**src/rtl/sm3_pkg.sv**
```systemverilog
// Shared SM3 constants, compression FSM encoding and the boolean/permutation helpers.
package sm3_pkg;

  localparam logic [255:0] SM3_IV = 256'h7380166F_4914B2B9_172442D7_DA8A0600_A96F30BC_163138AA_E38DEE4D_B0FB0E4E;
  localparam logic [31:0]  T_LOW  = 32'h79CC4519;
  localparam logic [31:0]  T_HIGH = 32'h7A879D8A;
  localparam logic [5:0]   LAST_ROUND = 6'd63;

  typedef enum logic [1:0] {
    IDLE  = 2'd0,
    ROUND = 2'd1,
    FINAL = 2'd2
  } sm3_state_e;

  // Only ever called with constant amounts, so each use collapses to wiring.
  function automatic logic [31:0] rotl32(input logic [31:0] x, input int unsigned n);
    rotl32 = (x << n) | (x >> (32 - n));
  endfunction

  function automatic logic [31:0] ff_j(input logic [31:0] x, input logic [31:0] y,
                                       input logic [31:0] z, input logic hi);
    ff_j = hi ? ((x & y) | (x & z) | (y & z)) : (x ^ y ^ z);
  endfunction

  function automatic logic [31:0] gg_j(input logic [31:0] x, input logic [31:0] y,
                                       input logic [31:0] z, input logic hi);
    gg_j = hi ? ((x & y) | (~x & z)) : (x ^ y ^ z);
  endfunction

  function automatic logic [31:0] p0(input logic [31:0] x);
    p0 = x ^ rotl32(x, 9) ^ rotl32(x, 17);
  endfunction

endpackage

```
**src/rtl/barrel_shifter.sv**
```systemverilog
// 32-bit variable rotate-left, five log stages; purely combinational, no flow control.
module barrel_shifter (
  input  logic [31:0] data_in,
  input  logic [4:0]  shift,
  output logic [31:0] data_out
);

  logic [31:0] s0, s1, s2, s3;

  assign s0       = shift[0] ? {data_in[30:0], data_in[31]}  : data_in;
  assign s1       = shift[1] ? {s0[29:0], s0[31:30]}         : s0;
  assign s2       = shift[2] ? {s1[27:0], s1[31:28]}         : s1;
  assign s3       = shift[3] ? {s2[23:0], s2[31:24]}         : s2;
  assign data_out = shift[4] ? {s3[15:0], s3[31:16]}         : s3;

endmodule

```
**src/rtl/sm3_compress_core.sv**
```systemverilog
// SM3 CF(V_i, B_i): 66 cycles start->done unstalled, one round per W handshake, low w_valid_in holds.
// Defining SM3_COMPRESS_ABORT_EN adds abort_in, which drops a block in ROUND/FINAL back to IDLE.
module sm3_compress_core
  import sm3_pkg::*;
(
  input  logic         clk,
  input  logic         rst_n,
  input  logic         start_in,
  input  logic [255:0] v_in,
  input  logic         w_valid_in,
  input  logic [31:0]  w_in,
  input  logic [31:0]  wp_in,
`ifdef SM3_COMPRESS_ABORT_EN
  input  logic         abort_in,
`endif
  output logic         w_ready_out,
  output logic         busy_out,
  output logic         done_out,
  output logic [255:0] v_out,
  output logic [5:0]   round_out
);

  sm3_state_e   state_q, state_d;
  logic [255:0] work_q, work_d;
  logic [255:0] vsave_q, vsave_d;
  logic [255:0] vres_q, vres_d;
  logic [5:0]   j_q, j_d;

  logic         abort, fire, hi_round;
  logic [31:0]  a, b, c, d, e, f, g, h;
  logic [31:0]  t_j, t_rot, a12, ss1, ss2, tt1, tt2;
  logic [255:0] v_final;

`ifdef SM3_COMPRESS_ABORT_EN
  assign abort = abort_in;
`else
  assign abort = 1'b0;
`endif

  assign {a, b, c, d, e, f, g, h} = work_q;
  assign fire     = w_valid_in && w_ready_out;
  assign hi_round = (j_q >= 6'd16);
  assign t_j      = hi_round ? T_HIGH : T_LOW;

  barrel_shifter u_shift (
    .data_in  (t_j),
    .shift    (j_q[4:0]),
    .data_out (t_rot)
  );

  assign a12     = rotl32(a, 12);
  assign ss1     = rotl32(a12 + e + t_rot, 7);
  assign ss2     = ss1 ^ a12;
  assign tt1     = ff_j(a, b, c, hi_round) + d + ss2 + wp_in;
  assign tt2     = gg_j(e, f, g, hi_round) + h + ss1 + w_in;
  assign v_final = work_q ^ vsave_q;

  always_ff @(posedge clk or negedge rst_n) begin
    if (!rst_n) begin
      state_q <= IDLE;
    end else begin
      state_q <= state_d;
    end
  end

  always_comb begin
    state_d = state_q;
    case (state_q)
      IDLE:    if (start_in) state_d = ROUND;
      ROUND: begin
        if (abort) begin
          state_d = IDLE;
        end else if (fire && (j_q == LAST_ROUND)) begin
          state_d = FINAL;
        end
      end
      FINAL:   state_d = IDLE;
      default: state_d = IDLE;
    endcase
  end

  // done_out and the fresh digest are presented during FINAL itself; vres_q holds it afterwards.
  always_comb begin
    w_ready_out = (state_q == ROUND);
    busy_out    = (state_q != IDLE);
    done_out    = (state_q == FINAL) && !abort;
    round_out   = (state_q == IDLE) ? 6'd0 : j_q;
    v_out       = done_out ? v_final : vres_q;
  end

  always_comb begin
    work_d  = work_q;
    vsave_d = vsave_q;
    vres_d  = vres_q;
    j_d     = j_q;
    if ((state_q == IDLE) && start_in) begin
      work_d  = v_in;
      vsave_d = v_in;
      j_d     = 6'd0;
    end
    if ((state_q == ROUND) && fire && !abort) begin
      work_d = {tt1, a, rotl32(b, 9), c, p0(tt2), e, rotl32(f, 19), g};
      if (j_q != LAST_ROUND) j_d = j_q + 6'd1;
    end
    if (done_out) vres_d = v_final;
  end

  always_ff @(posedge clk or negedge rst_n) begin
    if (!rst_n) begin
      work_q  <= '0;
      vsave_q <= '0;
      vres_q  <= '0;
      j_q     <= '0;
    end else begin
      work_q  <= work_d;
      vsave_q <= vsave_d;
      vres_q  <= vres_d;
      j_q     <= j_d;
    end
  end

endmodule

```
**config.mk**
```make
export PLATFORM = sky130hd
export DESIGN_NAME = sm3_compress_core
export DESIGN_NICKNAME = d
export VERILOG_FILES = /design/src/rtl/sm3_pkg.sv /design/src/rtl/barrel_shifter.sv /design/src/rtl/sm3_compress_core.sv
export SDC_FILE = /design/constraint.sdc
export NUM_CORES = 2
export LEC_CHECK = 0
export ABC_AREA = 1
export CELL_PAD_IN_SITES_DETAIL_PLACEMENT = 2
export CELL_PAD_IN_SITES_GLOBAL_PLACEMENT = 2
export CORE_MARGIN = 4
export CORE_UTILIZATION = 31
export DETAILED_ROUTE_END_ITERATION = 16
export PLACE_DENSITY_LB_ADDON = 0.1
export SLEW_MARGIN = 20
export SYNTH_ARGS = -nofsm -noshare
export SYNTH_HDL_FRONTEND = slang
export SYNTH_HIERARCHICAL = 1
export SYNTH_SLANG_ARGS = --single-unit
```
**constraint.sdc**
```tcl
create_clock -name clk -period 6.9 [get_ports clk]
set_clock_uncertainty 0.1 [all_clocks]
set_input_delay 1.725 -clock clk [delete_from_list [all_inputs] [get_ports clk]]
set_output_delay 1.725 -clock clk [all_outputs]
set_load 0.02 [all_outputs]
```
==> qor.yml <==
syn_to_final_growth_pct: 39.76
grt.overflow.total: 0
final_count_of_negative_setup_slack_endpoints: 0
timing_worst_slew_pin_value_ns: 1.188
cts.path.max_buffers: 3
worst_path_max_delay_cell: "sky130_fd_sc_hd__fa_1"
placement_rows: 142
total_number_of_vias: 45368
slew_headroom_pct: 20.78
critical_path.max_fanout: 6
io_pins: 589
grtUsageMet1_pct: 39.53
maxSlewViolCount: 0
cts_tree: "built"
crit_top_cell: "sky130_fd_sc_hd__nand2_2"
cts.root.buffer_cell: "sky130_fd_sc_hd__clkbuf_16"
dr.pass1.iters: 5
arrival_ns: 7.36
routedWlPerCell_um: 28.49
number_of_warnings_issued_by_yosys: 6
hold_buffers: 0
via_count_of_the_first_global_routing_pass: 50048
core_area_sq_um: 150000
die_wd_um: 396.8
grt_use_total_pct: 31.42
grt_antenna_before_repair: 10
postSynth.asyncResetShare_pct: 100.0
finalNonFillerCells: 8844
outcome: "finished, final reports clean"
grt_busiest_layer: "met2"
critPathCaptureType: "flop"
synth_enable_flop_cells: 0
numCtsBuffers: 96
mappedNetlistArea_sq_um: 46870
synthesis.instances: 5686
required_ns: 7.40
worst_hold_path_type: "reg2reg"
cts.htree.levels: 3
layout_min_cycle_time_ns: 6.858
met2_usage_pct: 54.25
gpl.final_weighted_congestion: 0.9383
cts.reportedPaths.clkPinSlew_ns: 0.06
yosys_register_bits: 776
placedCellCount: 8624
yosysSeqAreaShare_pct: 41.43
vias_per_cell: 5.130
cts.sink_count: 776
final.hold.worst_slack_ns: 0.4009
grt_first_pass_wirelength_um: 360200
post_dp_cell_area_sq_um: 58810
floorplan.die.height_um: 396.8
unrepaired_setup_endpoints_after_global_routing: "yes"
numPortBuffers: 588
hold_vio_cnt_final: 0
detailedPlacementHpwl_um: 199300
die_area_sq_um: 157500
post_synth_num_cell_types: 58
fillCellCount: 16477
postRouteWirelength_um: 252000
fmax_ghz: 0.1458
stdcell_area_sq_um: 65500
remaining_drc_errors: 0
grt.met3_usage_pct: 3.910
floorplan.initialDensity_pct: 31.25
timing.critical_path.from_type: "flop"
drtIter0Drc: 2670
nNetsFinal: 7354
cpPeakStageDelay_ns: 0.66
clk_latency_ns: 0.75
mean_post_synth_cell_area_sq_um: 8.242
number_of_nets_with_antenna_violations_after_detailed_routing: 0
synth_top_flop_cell: "sky130_fd_sc_hd__dfrtp_1"
grt_max_degree: 212
critical_path_class: "reg2reg"
max-cap-violations: 0
drive_gt1_share_pct: 19.88
layout_worst_path_cycle_share_pct: 99.40
layout by cell type, fill, tap and decap left out, types with 46 or more instances in the layout:
cell type | synthesis | routed
sky130_fd_sc_hd__nand3_2 | 42 | 167
sky130_fd_sc_hd__a21oi_1 | 98 | 59
sky130_fd_sc_hd__inv_1 | 605 | 586
sky130_fd_sc_hd__dfrtp_1 | 776 | 776
sky130_fd_sc_hd__nand2_1 | 1714 | 1571
sky130_fd_sc_hd__nor2_1 | 117 | 85
sky130_fd_sc_hd__nand3_1 | 431 | 288
sky130_fd_sc_hd__xnor2_1 | 314 | 302
sky130_fd_sc_hd__clkbuf_16 | 0 | 97
sky130_fd_sc_hd__o221ai_1 | 63 | 63
sky130_fd_sc_hd__xor2_1 | 68 | 46
sky130_fd_sc_hd__buf_4 | 5 | 538
sky130_fd_sc_hd__fa_1 | 188 | 175
sky130_fd_sc_hd__ha_4 | 0 | 48
sky130_fd_sc_hd__nand2_2 | 27 | 141
sky130_fd_sc_hd__clkdlybuf4s50_1 | 0 | 587
sky130_fd_sc_hd__o211ai_1 | 47 | 47
sky130_fd_sc_hd__o21ai_0 | 694 | 671
cell usage after synthesis, types with 2 or more instances:
master / count / area, sq um
sky130_fd_sc_hd__inv_2: 5 / 18.77
sky130_fd_sc_hd__or2_2: 4 / 25.02
sky130_fd_sc_hd__buf_4: 5 / 37.54
sky130_fd_sc_hd__inv_1: 605 / 2271
sky130_fd_sc_hd__dfrtp_1: 776 / 19420
sky130_fd_sc_hd__nor2_1: 117 / 439.2
sky130_fd_sc_hd__a31oi_1: 3 / 18.77
sky130_fd_sc_hd__a21oi_2: 4 / 35.03
sky130_fd_sc_hd__o31ai_1: 2 / 15.01
sky130_fd_sc_hd__o22ai_1: 2 / 12.51
sky130_fd_sc_hd__o21ai_2: 4 / 35.03
sky130_fd_sc_hd__o21ai_1: 3 / 15.01
sky130_fd_sc_hd__clkbuf_1: 142 / 533.0
sky130_fd_sc_hd__ha_1: 93 / 1164
sky130_fd_sc_hd__xnor3_1: 3 / 67.56
sky130_fd_sc_hd__nand3_2: 42 / 420.4
sky130_fd_sc_hd__buf_1: 12 / 45.04
sky130_fd_sc_hd__nand2_1: 1714 / 6434
sky130_fd_sc_hd__xnor2_1: 314 / 2750
sky130_fd_sc_hd__nor2_2: 7 / 43.79
sky130_fd_sc_hd__xor2_2: 2 / 32.53
sky130_fd_sc_hd__buf_2: 73 / 365.4
sky130_fd_sc_hd__nor3_2: 3 / 30.03
sky130_fd_sc_hd__nand3b_1: 7 / 52.55
sky130_fd_sc_hd__nand4_1: 23 / 143.9
sky130_fd_sc_hd__o221ai_1: 63 / 551.8
sky130_fd_sc_hd__a21boi_0: 6 / 45.04
sky130_fd_sc_hd__nand2_4: 10 / 112.6
sky130_fd_sc_hd__fa_1: 188 / 3764
sky130_fd_sc_hd__buf_6: 3 / 33.78
sky130_fd_sc_hd__buf_8: 2 / 30.03
sky130_fd_sc_hd__a31o_2: 3 / 26.28
sky130_fd_sc_hd__o21ai_0: 694 / 3473
sky130_fd_sc_hd__mux2i_1: 21 / 210.2
sky130_fd_sc_hd__a21o_1: 4 / 30.03
sky130_fd_sc_hd__a21oi_1: 98 / 490.5
sky130_fd_sc_hd__nand3_1: 431 / 2157
sky130_fd_sc_hd__nand2_2: 27 / 168.9
sky130_fd_sc_hd__xor2_1: 68 / 595.6
sky130_fd_sc_hd__conb_1: 2 / 7.510
sky130_fd_sc_hd__nor3_1: 23 / 115.1
sky130_fd_sc_hd__o211ai_1: 47 / 352.8
sky130_fd_sc_hd__o21a_1: 3 / 22.52
sky130_fd_sc_hd__o21bai_1: 14 / 105.1
sequential cells by signal, summed over array words and instances, names as in the netlist:
name,cells
vres_q,256
vsave_q,256
state_q,2
j_q,6
work_q,256
critical path, delay by kind of cell (launching register included):
kind	cells	cell delay, ns
AOI/OAI and AO/OA	3	0.47
xor gates and xnor gates	1	0.16
adders and majority gates	5	2.24
buffers and inverters	7	0.88
DFF	1	0.41
and+or+nand+nor	25	2.44
worst paths after layout:
check | from | endpoint | slack, ns | depth (start not counted)
hold reg to reg | vres_q[159] | vres_q[159] | 0.40 | 2
min in group asynchronous | rst_n | vres_q[134] | 0.87 | 1
hold / removal | vres_q[159] | vres_q[159] | 0.40 | 2
setup / recovery | j_q[4] | work_q[127] | 0.04 | 41
max in group asynchronous | rst_n | work_q[51] | 4.32 | 2
setup reg to reg | j_q[4] | work_q[127] | 0.04 | 41
layer usage:
layer  share of wire (%)  routed length (um)
met5              0.0087                  22
met4                 5.2               13060
met3                 4.3               10720
met2                  49              123000
met1                  42              105100
area by class of cell:
class / instances / area (sq um) / area share [%]
Timing Repair Buffer: 1169 / 10720 / 16.36
Clock inverter: 33 / 553.0 / 0.8443
Inverter: 611 / 2327 / 3.553
Antenna cell: 6 / 15.01 / 0.02292
Sequential cell: 776 / 19420 / 29.65
Clock buffer: 138 / 2720 / 4.153
Tap cell: 2016 / 2522 / 3.851
Multi-Input combinational cell: 4095 / 27230 / 41.57
cells by family (layout without fill, tap and decap cells):
kind of cell             count (synthesis)  count (layout)  share of synthesized area [%]
other                                    2              42                        0.01602
multiplexers                            21              21                         0.4485
AO/OA/AOI/OAI                          959             959                          11.35
XOR/XNOR                               388             388                          7.387
buffers and inverters                  849            1951                          7.182
adder cells (fa/ha/maj)                281             281                          10.51
AND/OR/NAND/NOR                       2410            2410                          21.67
flip-flops                             776             776                          41.43
repair_timing:
| item | in CTS | in global routing |
|---|---|---|
| buffers inserted | 13 | 30 |
| resized for setup | 221 | 437 |
| pin swaps | 43 | 136 |
| setup endpoints to repair | 56 | 59 |
| cloned | 1 | 1 |
metrics by stage:
step	utilization [%]	worst slack, ns	setup TNS [ns]
after floorplan	-	0.02303	0
after global placement	39.22	-0.5209	-13.75
after detailed placement	39.22	-0.7584	-24.20
after CTS	42.23	-0.03157	-0.08510
after global routing	43.67	-0.2325	-7.711
final	43.68	0.04172	0
Power is not shown: default switching activity piles up to over one toggle a cycle in this logic, so the estimate is an artifact.
